`src/rtl/alt_ddrx_ecc_encoder_pipe_pkg.sv`:
```
// Shared helpers for the SECDED encoder pipe: check-bit count, data-to-codeword
// index mapping and the error-injection mode encodings.
package alt_ddrx_ecc_encoder_pipe_pkg;

    typedef enum logic [1:0] {
        INJ_CLEAR = 2'b00,
        INJ_BIT0  = 2'b01,
        INJ_BIT01 = 2'b10,
        INJ_CHK0  = 2'b11
    } inject_mode_e;

    // Smallest K with 2^K >= DATA_WIDTH + K + 1 (6 for 32 bits, 7 for 64 bits).
    function automatic int ecc_check_bits(input int dw);
        int k;
        k = 1;
        while ((1 << k) < dw + k + 1)
            k = k + 1;
        return k;
    endfunction

    // Codeword index of data bit j: the j-th index that is not a power of two.
    function automatic int data_index(input int j);
        int idx;
        int n;
        idx = 2;
        n   = -1;
        while (n < j) begin
            idx = idx + 1;
            if ((idx & (idx - 1)) != 0)
                n = n + 1;
        end
        return idx;
    endfunction

    // Data bits that feed check bit i.
    function automatic logic [63:0] check_mask(input int dw, input int i);
        logic [63:0] m;
        m = '0;
        for (int j = 0; j < dw; j++)
            if (((data_index(j) >> i) & 1) != 0)
                m[j] = 1'b1;
        return m;
    endfunction

endpackage

```
`src/rtl/alt_ddrx_ecc_secded_gen.sv`:
```
// Combinational SECDED codeword builder: {pad, parity, check bits, data};
// check and parity are forced to zero in bypass.
module alt_ddrx_ecc_secded_gen
    import alt_ddrx_ecc_encoder_pipe_pkg::*;
#(
    parameter int DATA_WIDTH        = 64,
    parameter int OUTPUT_DATA_WIDTH = 72
) (
    input  logic [DATA_WIDTH-1:0]        data,
    input  logic                         ecc_enable,
    output logic [OUTPUT_DATA_WIDTH-1:0] codeword
);

    localparam int K = ecc_check_bits(DATA_WIDTH);

    logic [K-1:0] chk;

    for (genvar i = 0; i < K; i++) begin : g_chk
        localparam logic [63:0] MASK = check_mask(DATA_WIDTH, i);
        assign chk[i] = ^(data & MASK[DATA_WIDTH-1:0]);
    end

    always_comb begin
        codeword = '0;
        codeword[DATA_WIDTH-1:0] = data;
        if (ecc_enable) begin
            codeword[DATA_WIDTH +: K] = chk;
            codeword[DATA_WIDTH + K]  = ^{data, chk};
        end
    end

endmodule

```
`src/rtl/alt_ddrx_ecc_encoder_pipe.sv`:
```
// Valid/ready SECDED encoder pipeline (1 or 2 stages) with one-shot error
// injection and a delivered-codeword counter.
module alt_ddrx_ecc_encoder_pipe
    import alt_ddrx_ecc_encoder_pipe_pkg::*;
#(
    parameter int DATA_WIDTH        = 64,
    parameter int OUTPUT_DATA_WIDTH = 72,
    parameter int PIPE_STAGES       = 2
) (
    input  logic                         ctl_clk,
    input  logic                         ctl_reset,
    input  logic                         in_valid,
    output logic                         in_ready,
    input  logic [DATA_WIDTH-1:0]        in_data,
    output logic                         out_valid,
    input  logic                         out_ready,
    output logic [OUTPUT_DATA_WIDTH-1:0] out_data,
    input  logic                         ecc_enable,
    input  logic                         inject_req,
    input  logic [1:0]                   inject_mode,
    output logic                         inject_pending,
    output logic [15:0]                  enc_count
);

    if (!((DATA_WIDTH == 32 && OUTPUT_DATA_WIDTH == 40) ||
          (DATA_WIDTH == 64 && OUTPUT_DATA_WIDTH == 72))) begin : g_width_err
        $error("alt_ddrx_ecc_encoder_pipe: illegal DATA_WIDTH/OUTPUT_DATA_WIDTH pair");
    end
    if (PIPE_STAGES != 1 && PIPE_STAGES != 2) begin : g_stage_err
        $error("alt_ddrx_ecc_encoder_pipe: PIPE_STAGES must be 1 or 2");
    end

    logic                         accept;
    logic                         out_adv;
    logic                         gen_load;
    logic                         gen_en;
    logic [DATA_WIDTH-1:0]        gen_data;
    logic [OUTPUT_DATA_WIDTH-1:0] gen_mask;
    logic [OUTPUT_DATA_WIDTH-1:0] codeword;
    logic [OUTPUT_DATA_WIDTH-1:0] inj_mask;
    logic                         armed;
    inject_mode_e                 armed_mode;

    assign accept         = in_valid & in_ready;
    assign out_adv        = out_ready | ~out_valid;
    assign inject_pending = armed;

    // The mask is resolved at accept so it rides with its word through the pipe.
    always_comb begin
        inj_mask = '0;
        if (armed) begin
            case (armed_mode)
                INJ_BIT0:  inj_mask[0]          = 1'b1;
                INJ_BIT01: inj_mask[1:0]        = 2'b11;
                INJ_CHK0:  inj_mask[DATA_WIDTH] = 1'b1;
                default:   inj_mask             = '0;
            endcase
        end
    end

    // A request on the accept cycle re-arms after the old mask was taken.
    always_ff @(posedge ctl_clk) begin
        if (ctl_reset) begin
            armed      <= 1'b0;
            armed_mode <= INJ_CLEAR;
        end else if (inject_req) begin
            armed      <= (inject_mode != 2'b00);
            armed_mode <= inject_mode_e'(inject_mode);
        end else if (accept) begin
            armed      <= 1'b0;
        end
    end

    if (PIPE_STAGES == 2) begin : g_two
        logic                         s1_valid;
        logic                         s1_en;
        logic [DATA_WIDTH-1:0]        s1_data;
        logic [OUTPUT_DATA_WIDTH-1:0] s1_mask;

        assign in_ready = ~ctl_reset & (~s1_valid | out_adv);
        assign gen_load = s1_valid & out_adv;
        assign gen_data = s1_data;
        assign gen_en   = s1_en;
        assign gen_mask = s1_mask;

        always_ff @(posedge ctl_clk) begin
            if (ctl_reset) begin
                s1_valid <= 1'b0;
                s1_en    <= 1'b0;
                s1_data  <= '0;
                s1_mask  <= '0;
            end else if (accept) begin
                s1_valid <= 1'b1;
                s1_en    <= ecc_enable;
                s1_data  <= in_data;
                s1_mask  <= inj_mask;
            end else if (out_adv) begin
                s1_valid <= 1'b0;
            end
        end
    end else begin : g_one
        assign in_ready = ~ctl_reset & out_adv;
        assign gen_load = accept;
        assign gen_data = in_data;
        assign gen_en   = ecc_enable;
        assign gen_mask = inj_mask;
    end

    alt_ddrx_ecc_secded_gen #(
        .DATA_WIDTH       (DATA_WIDTH),
        .OUTPUT_DATA_WIDTH(OUTPUT_DATA_WIDTH)
    ) u_gen (
        .data      (gen_data),
        .ecc_enable(gen_en),
        .codeword  (codeword)
    );

    always_ff @(posedge ctl_clk) begin
        if (ctl_reset) begin
            out_valid <= 1'b0;
            out_data  <= '0;
            enc_count <= '0;
        end else begin
            if (gen_load) begin
                out_valid <= 1'b1;
                out_data  <= codeword ^ gen_mask;
            end else if (out_ready) begin
                out_valid <= 1'b0;
            end
            if (out_valid && out_ready)
                enc_count <= enc_count + 16'd1;
        end
    end

endmodule
```
`config.mk`:
```
export PLATFORM = sky130hd
export DESIGN_NAME = alt_ddrx_ecc_encoder_pipe
export DESIGN_NICKNAME = d
export VERILOG_FILES = /design/src/rtl/alt_ddrx_ecc_encoder_pipe_pkg.sv /design/src/rtl/alt_ddrx_ecc_secded_gen.sv /design/src/rtl/alt_ddrx_ecc_encoder_pipe.sv
export SDC_FILE = /design/constraint.sdc
export NUM_CORES = 1
export LEC_CHECK = 0
export ABC_AREA = 1
export CORE_MARGIN = 10
export CORE_UTILIZATION = 40
export CTS_CLUSTER_DIAMETER = 40
export CTS_CLUSTER_SIZE = 8
export DETAILED_ROUTE_END_ITERATION = 10
export GPL_ROUTABILITY_DRIVEN = 0
export GPL_TIMING_DRIVEN = 0
export PLACE_DENSITY = 0.74
export SYNTH_ARGS = -nofsm -noshare
export SYNTH_HDL_FRONTEND = slang
export SYNTH_SLANG_ARGS = --single-unit
```
`constraint.sdc`:
```
create_clock -name ctl_clk -period 5.81 [get_ports ctl_clk]
set_input_delay 1.162 -clock ctl_clk [delete_from_list [all_inputs] [get_ports ctl_clk]]
set_output_delay 1.162 -clock ctl_clk [all_outputs]
set_load 0.02 [all_outputs]
```
# ---- After elaboration in Yosys (flattened, before gate mapping)
# Index checks and enable logic that the tools add are counted.
dict set report word_totals {
  latch_bits 0
  rom_bits 0
  mem_bits_rw 0
  wordCells 47
  n_memories 0
  out_inout_bits 91
  regBits 230
  in_bits 72
}
dict set report op_classes {
  div_mod_pow 0
  magnitude_cmp 0
  reduce_logical 14
  shifts 0
  n_addsub 1
  n_mux 11
  n_eq_ne 3
  bitwise_logic 9
  multipliers 0
}
# op count
set ops {}
lappend ops {{parity 64 bit} 7}
lappend ops {{XOR 72 bit} 1}
lappend ops {{parity 71 bit} 1}
lappend ops {{2-to-1 mux 65 bit} 1}
lappend ops {{adder 16 x 1 -> 16 bit, second input constant} 1}
lappend ops {{2-to-1 mux 1 bit} 9}
lappend ops {{2-to-1 mux 8 bit} 1}
lappend ops {{nonzero test 2 bit} 4}
lappend ops {{== test 2 bit, second input constant} 2}
lappend ops {{bitwise AND 1 bit} 3}
lappend ops {{NOT 1 bit} 3}
lappend ops {{== test 2 x 1 -> 1 bit, second input constant} 1}
lappend ops {{bitwise OR 1 bit} 2}
lappend ops {{OR reduction 2 bit} 1}
lappend ops {{logical AND 1 bit} 1}

# ---- Depth between registers and ports, before layout
# Gate-level depths: netlist of run 1.
dict set report depth {
  depth_word 7
  ltp_mapped 25
  mapped_depth_nobuf 24
}

# ---- By module
# A second synthesis of run 1 with hierarchy kept.
dict set report unflattened {
  cells_unflattened 1633
  area_unflattened_um2 10258.6
}
# mod area_each_um2 seq_area_each_um2 instances cells_each
set modules_own_cells {}
lappend modules_own_cells {alt_ddrx_ecc_encoder_pipe 5995.8 3223.1 1 765}
lappend modules_own_cells {alt_ddrx_ecc_secded_gen 4262.8 0.0 1 868}

# ---- Worst setup path before layout of run 1
# No wires, ideal clock.
dict set report synth_timing {
  path_type {input to output}
  start {input port out_ready}
  end {output port in_ready}
  setup_slack_ps 3097
  n_path_buf 0
  t_arrival_ps 1551
  required_ps 4648
  path_stages 6
  cell_sequence {inv_1 > nand2_1 > nor2_1 > inv_1 > nand2_1 > inv_1}
}
dict set report synth_via {
  elab_chain_len 3
}
# item line_no
set synth_rtl {}
lappend synth_rtl {{start, declared} alt_ddrx_ecc_encoder_pipe.sv:16} ;# input logic out_ready,
lappend synth_rtl {{bitwise OR 1 bit} alt_ddrx_ecc_encoder_pipe.sv:45} ;# assign out_adv = out_ready | ~out_valid;
lappend synth_rtl {{bitwise OR 1 bit} alt_ddrx_ecc_encoder_pipe.sv:80} ;# assign in_ready = ~ctl_reset & (~s1_valid | out_adv);
lappend synth_rtl {{bitwise AND 1 bit} alt_ddrx_ecc_encoder_pipe.sv:80}
lappend synth_rtl {{end, declared} alt_ddrx_ecc_encoder_pipe.sv:13} ;# output logic in_ready,
# No other way between the ends.

# ---- Worst setup path after layout of run 1
# Ends and elaborated chain as after synthesis.

==> impl_metrics.json, run 1 <==
{
  "arrival_ps": 2640,
  "tightest_slew_ps": 881.3,
  "ys_warn_count": 0,
  "end_kind": "output port",
  "finalCriticalPeriod_ps": 3798,
  "drive_gt1_frac": 0.06607,
  "setup_viol": 0,
  "power_w": 0.003482,
  "powerDensity_mw_per_mm2": 292.2,
  "pin_count": 163,
  "drv_cap": 0,
  "synth_top_area_frac": 0.3448,
  "start_util": 0.4091,
  "synth_cells": 1486,
  "clock-root-buffer": "clkbuf_16",
  "final_nets": 1742,
  "slowest_stage": "clkdlybuf4s50_1",
  "die_area_mm2": 0.02988,
  "ir_drop_uv": 234.0,
  "finalMaxSlewViolations": 0,
  "core_mm2": 0.02285,
  "tritoncts": "done",
  "insertion_delay_ps": 440,
  "grt-ovfl-total": 0,
  "hold_viol": 0,
  "post_dp_cell_area_mm2": 0.01136,
  "grt_pass1_vias": 9498,
  "synth_top_area_cell": "dfxtp_1",
  "drt_iter0_drc": 757,
  "cts_setup_buffers": 0,
  "worst_path_most_repeated_cell": "inv_1",
  "die_height_um": 172.9,
  "gr-max-usage-layer": "met2",
  "wl_um": 28830,
  "skew_ps": 10.30,
  "rows": 55,
  "diodes": 0,
  "numCtsBuffers": 17,
  "synth_area_leaders": "dfxtp_1 34%, nand2_1 22%, a21oi_1 7.7%",
  "fp.dieW_um": 172.9,
  "worstSetupStartpoint": "out_ready",
  "status": "finished, final reports clean",
  "path_max_fanout": 3,
  "grt_pass1_wl_um": 47200,
  "cts.repair.resized": 0,
  "synth.distinct_cells": 34,
  "syn_avg_cell_area_um2": 6.290,
  "grt_max_degree": 17,
  "cp_data_required_time_ps": 4650,
  "holdCritPathClass": "reg2reg",
  "area_growth_pct": 27.51,
  "reg2regPathDepth": 6,
  "antenna_found_initial": 2,
  "hp-start": "enc_count[15]$_SDFFE_PP0P_",
  "yosysSeqAreaShare": 0.3448,
  "holdPathStages": 1,
  "met2_usage": 0.3123,
  "hold_ws_ps": 457.5,
  "viasPerCell": 4.930,
  "setup_tns_ps": 0,
  "regToRegSetupSlack_ps": 3210,
  "postRouteAntennaNets": 0,
  "p_leak_nw": 5.494,
  "clk_transition_reported_paths_ps": 70,
  "holdPathEnd": "enc_count[15]$_SDFFE_PP0P_",
  "drcViolationCount": 0,
  "cts.sinks": 161,
  "fmax_mhz": 263.3,
  "synth_fp_nets": 1561,
  "layout_commonest_cell": "nand2_1",
  "max_stage_delay_ps": 600,
  "grtUsageTotal": 0.1902,
  "first_pass_iters": 7,
  "rsz0062_at_grt": "false",
  "vias": 9825,
  "startpoint_type": "input port",
  "layout_common_cells": "550 x nand2_1, 162 x clkdlybuf4s50_1, 161 x dfxtp_1",
  "worstReg2RegEnd": "out_data[37]$_SDFFE_PP0P_",
  "nFillCells": 2288,
  "critPathKind": "in2out",
  "grtUsageMet1": 0.2373,
  "crit_chain": "clkdlybuf4s50_1 > inv_1 > nand2_1 > nor2_1 > inv_1 > nand2_1 > inv_1 > clkdlybuf4s50_1",
  "netlist_area_mm2": 0.009346,
  "htree_levels": 4,
  "use_met3": 0.06099,
  "final_area_mm2": 0.01192,
  "clock_path_buffers": 2,
  "synth-seq-cells": 161,
  "hpwl_um": 22380,
  "io_buffers": 162,
  "ctsHoldBuffers": 0,
  "slew_headroom": 0.4125,
  "fin_crit_sh": 0.6537,
  "timing.rr.start": "out_valid$_SDFFE_PP0P_",
  "wl_per_cell_um": 14.46
}
[metrics by stage]
step,setup WS [ps],instances,util
2_1_floorplan,3097,1486,-
3_3_place_gp,1890,1961,0.4972
3_5_place_dp,1856,1961,0.4972
4_1_cts,2012,1993,0.5216
5_1_grt,1916,1993,0.5216
6_report,2012,1993,0.5216
[layout make-up]
| type | instances | area (µm²) | area share |
|---|---|---|---|
| multi-input cells | 1101 | 5186 | 0.4352 |
| flip-flops and latches | 161 | 3223 | 0.2704 |
| repair buffers | 162 | 1622 | 0.1361 |
| inverters | 149 | 566.8 | 0.04756 |
| clock buffers | 19 | 432.9 | 0.03633 |
| well taps | 313 | 391.6 | 0.03286 |
| plain buffers | 75 | 370.4 | 0.03108 |
| clock inverters | 13 | 125.1 | 0.01050 |
[routing by layer]
metal  vias up  part of all wire
met1      4477              0.45
li1       5055                 -
met2       270              0.46
met3        23             0.081
met4         0             0.012
met5         -                 0
[cell usage after synthesis]
| cell type | number |
|---|---|
| nand2_1 | 550 |
| dfxtp_1 | 161 |
| a21oi_1 | 143 |
| o21ai_0 | 141 |
| inv_1 | 120 |
| nand3_1 | 98 |
| clkbuf_1 | 45 |
| nor2_1 | 44 |
| xnor2_1 | 43 |
| xor2_1 | 36 |
| inv_2 | 25 |
| buf_2 | 15 |
| nand2_2 | 12 |
| buf_4 | 9 |
| nand4_1 | 6 |
| nor3_1 | 5 |
| nand3_2 | 4 |
| buf_6 | 3 |
| ha_1 | 3 |
| inv_4 | 3 |
| nand3b_1 | 3 |
| clkbuf_2 | 2 |
| nor2_2 | 2 |
| nor3b_1 | 2 |
| xnor2_2 | 2 |
| a21oi_2 | 1 |
| a31oi_1 | 1 |
| buf_8 | 1 |
| clkinv_1 | 1 |
| nand2b_1 | 1 |
| o21ai_1 | 1 |
| or2_1 | 1 |
| or2_2 | 1 |
| xor2_2 | 1 |
[power by group]
group          total (W)  internal (W)  switching (W)
Sequential       0.00122       0.00117      0.0000445
Combinational    0.00117      0.000437       0.000730
Clock            0.00110      0.000598       0.000501
Total            0.00348       0.00221        0.00128
[critical path: cells and delay by family]
family | cells | cell delay, ps
buffers and inverters | 5 | 1270
and+or+nand+nor | 3 | 200
[sequential cells by signal, indices dropped and copies added, names as in the netlist]
| name | flops |
|---|---|
| inject_pending | 1 |
| g_two.s1_mask | 3 |
| g_two.s1_data | 64 |
| enc_count | 16 |
| g_two.s1_valid | 1 |
| armed_mode | 2 |
| out_data | 72 |
| out_valid | 1 |
| g_two.s1_en | 1 |
[how the worst max path moves through the flow]
stage / endpoint / slack [ps] / cells past startpoint
3_3_place_gp: out_data[47]$_SDFFE_PP0P_ / 1890 / 8
5_1_grt: in_ready / 1920 / 8
6_report: in_ready / 2010 / 8
4_1_cts: in_ready / 2010 / 8
2_1_floorplan: in_ready / 3100 / 6
3_5_place_dp: out_data[47]$_SDFFE_PP0P_ / 1860 / 8
[cells by family (layout without fill, tap and decap cells)]
family,Yosys count,count (layout),synth area share
AOI/OAI and AO/OA,287,287,0.1542
buffers and inverters,224,418,0.1003
DFF,161,161,0.3448
and+or+nand+nor,729,729,0.3174
adders and majority gates,3,3,0.004016
xor gates and xnor gates,82,82,0.07925
(Power assumes the default switching activity.)
==> run 2: changes to the inputs <==
- clock period: 5.81 -> 3.9 ns (I/O delays scaled with it)
==> results of run 2 <==
Same layout as run 1 (identical final DEF). Status: finished, final reports clean.
Main changes from that run: setup slack after placement 1856 ps -> 327.5 ps; setup slack after layout 2012 ps -> 785.3 ps; end point of the critical path in_ready -> out_data[37]$_SDFFE_PP0P_; register-to-register setup slack 3210 ps -> 1300 ps; total power 0.003482 W -> 0.005187 W; worst IR drop on VDD 234.0 µV -> 348.6 µV
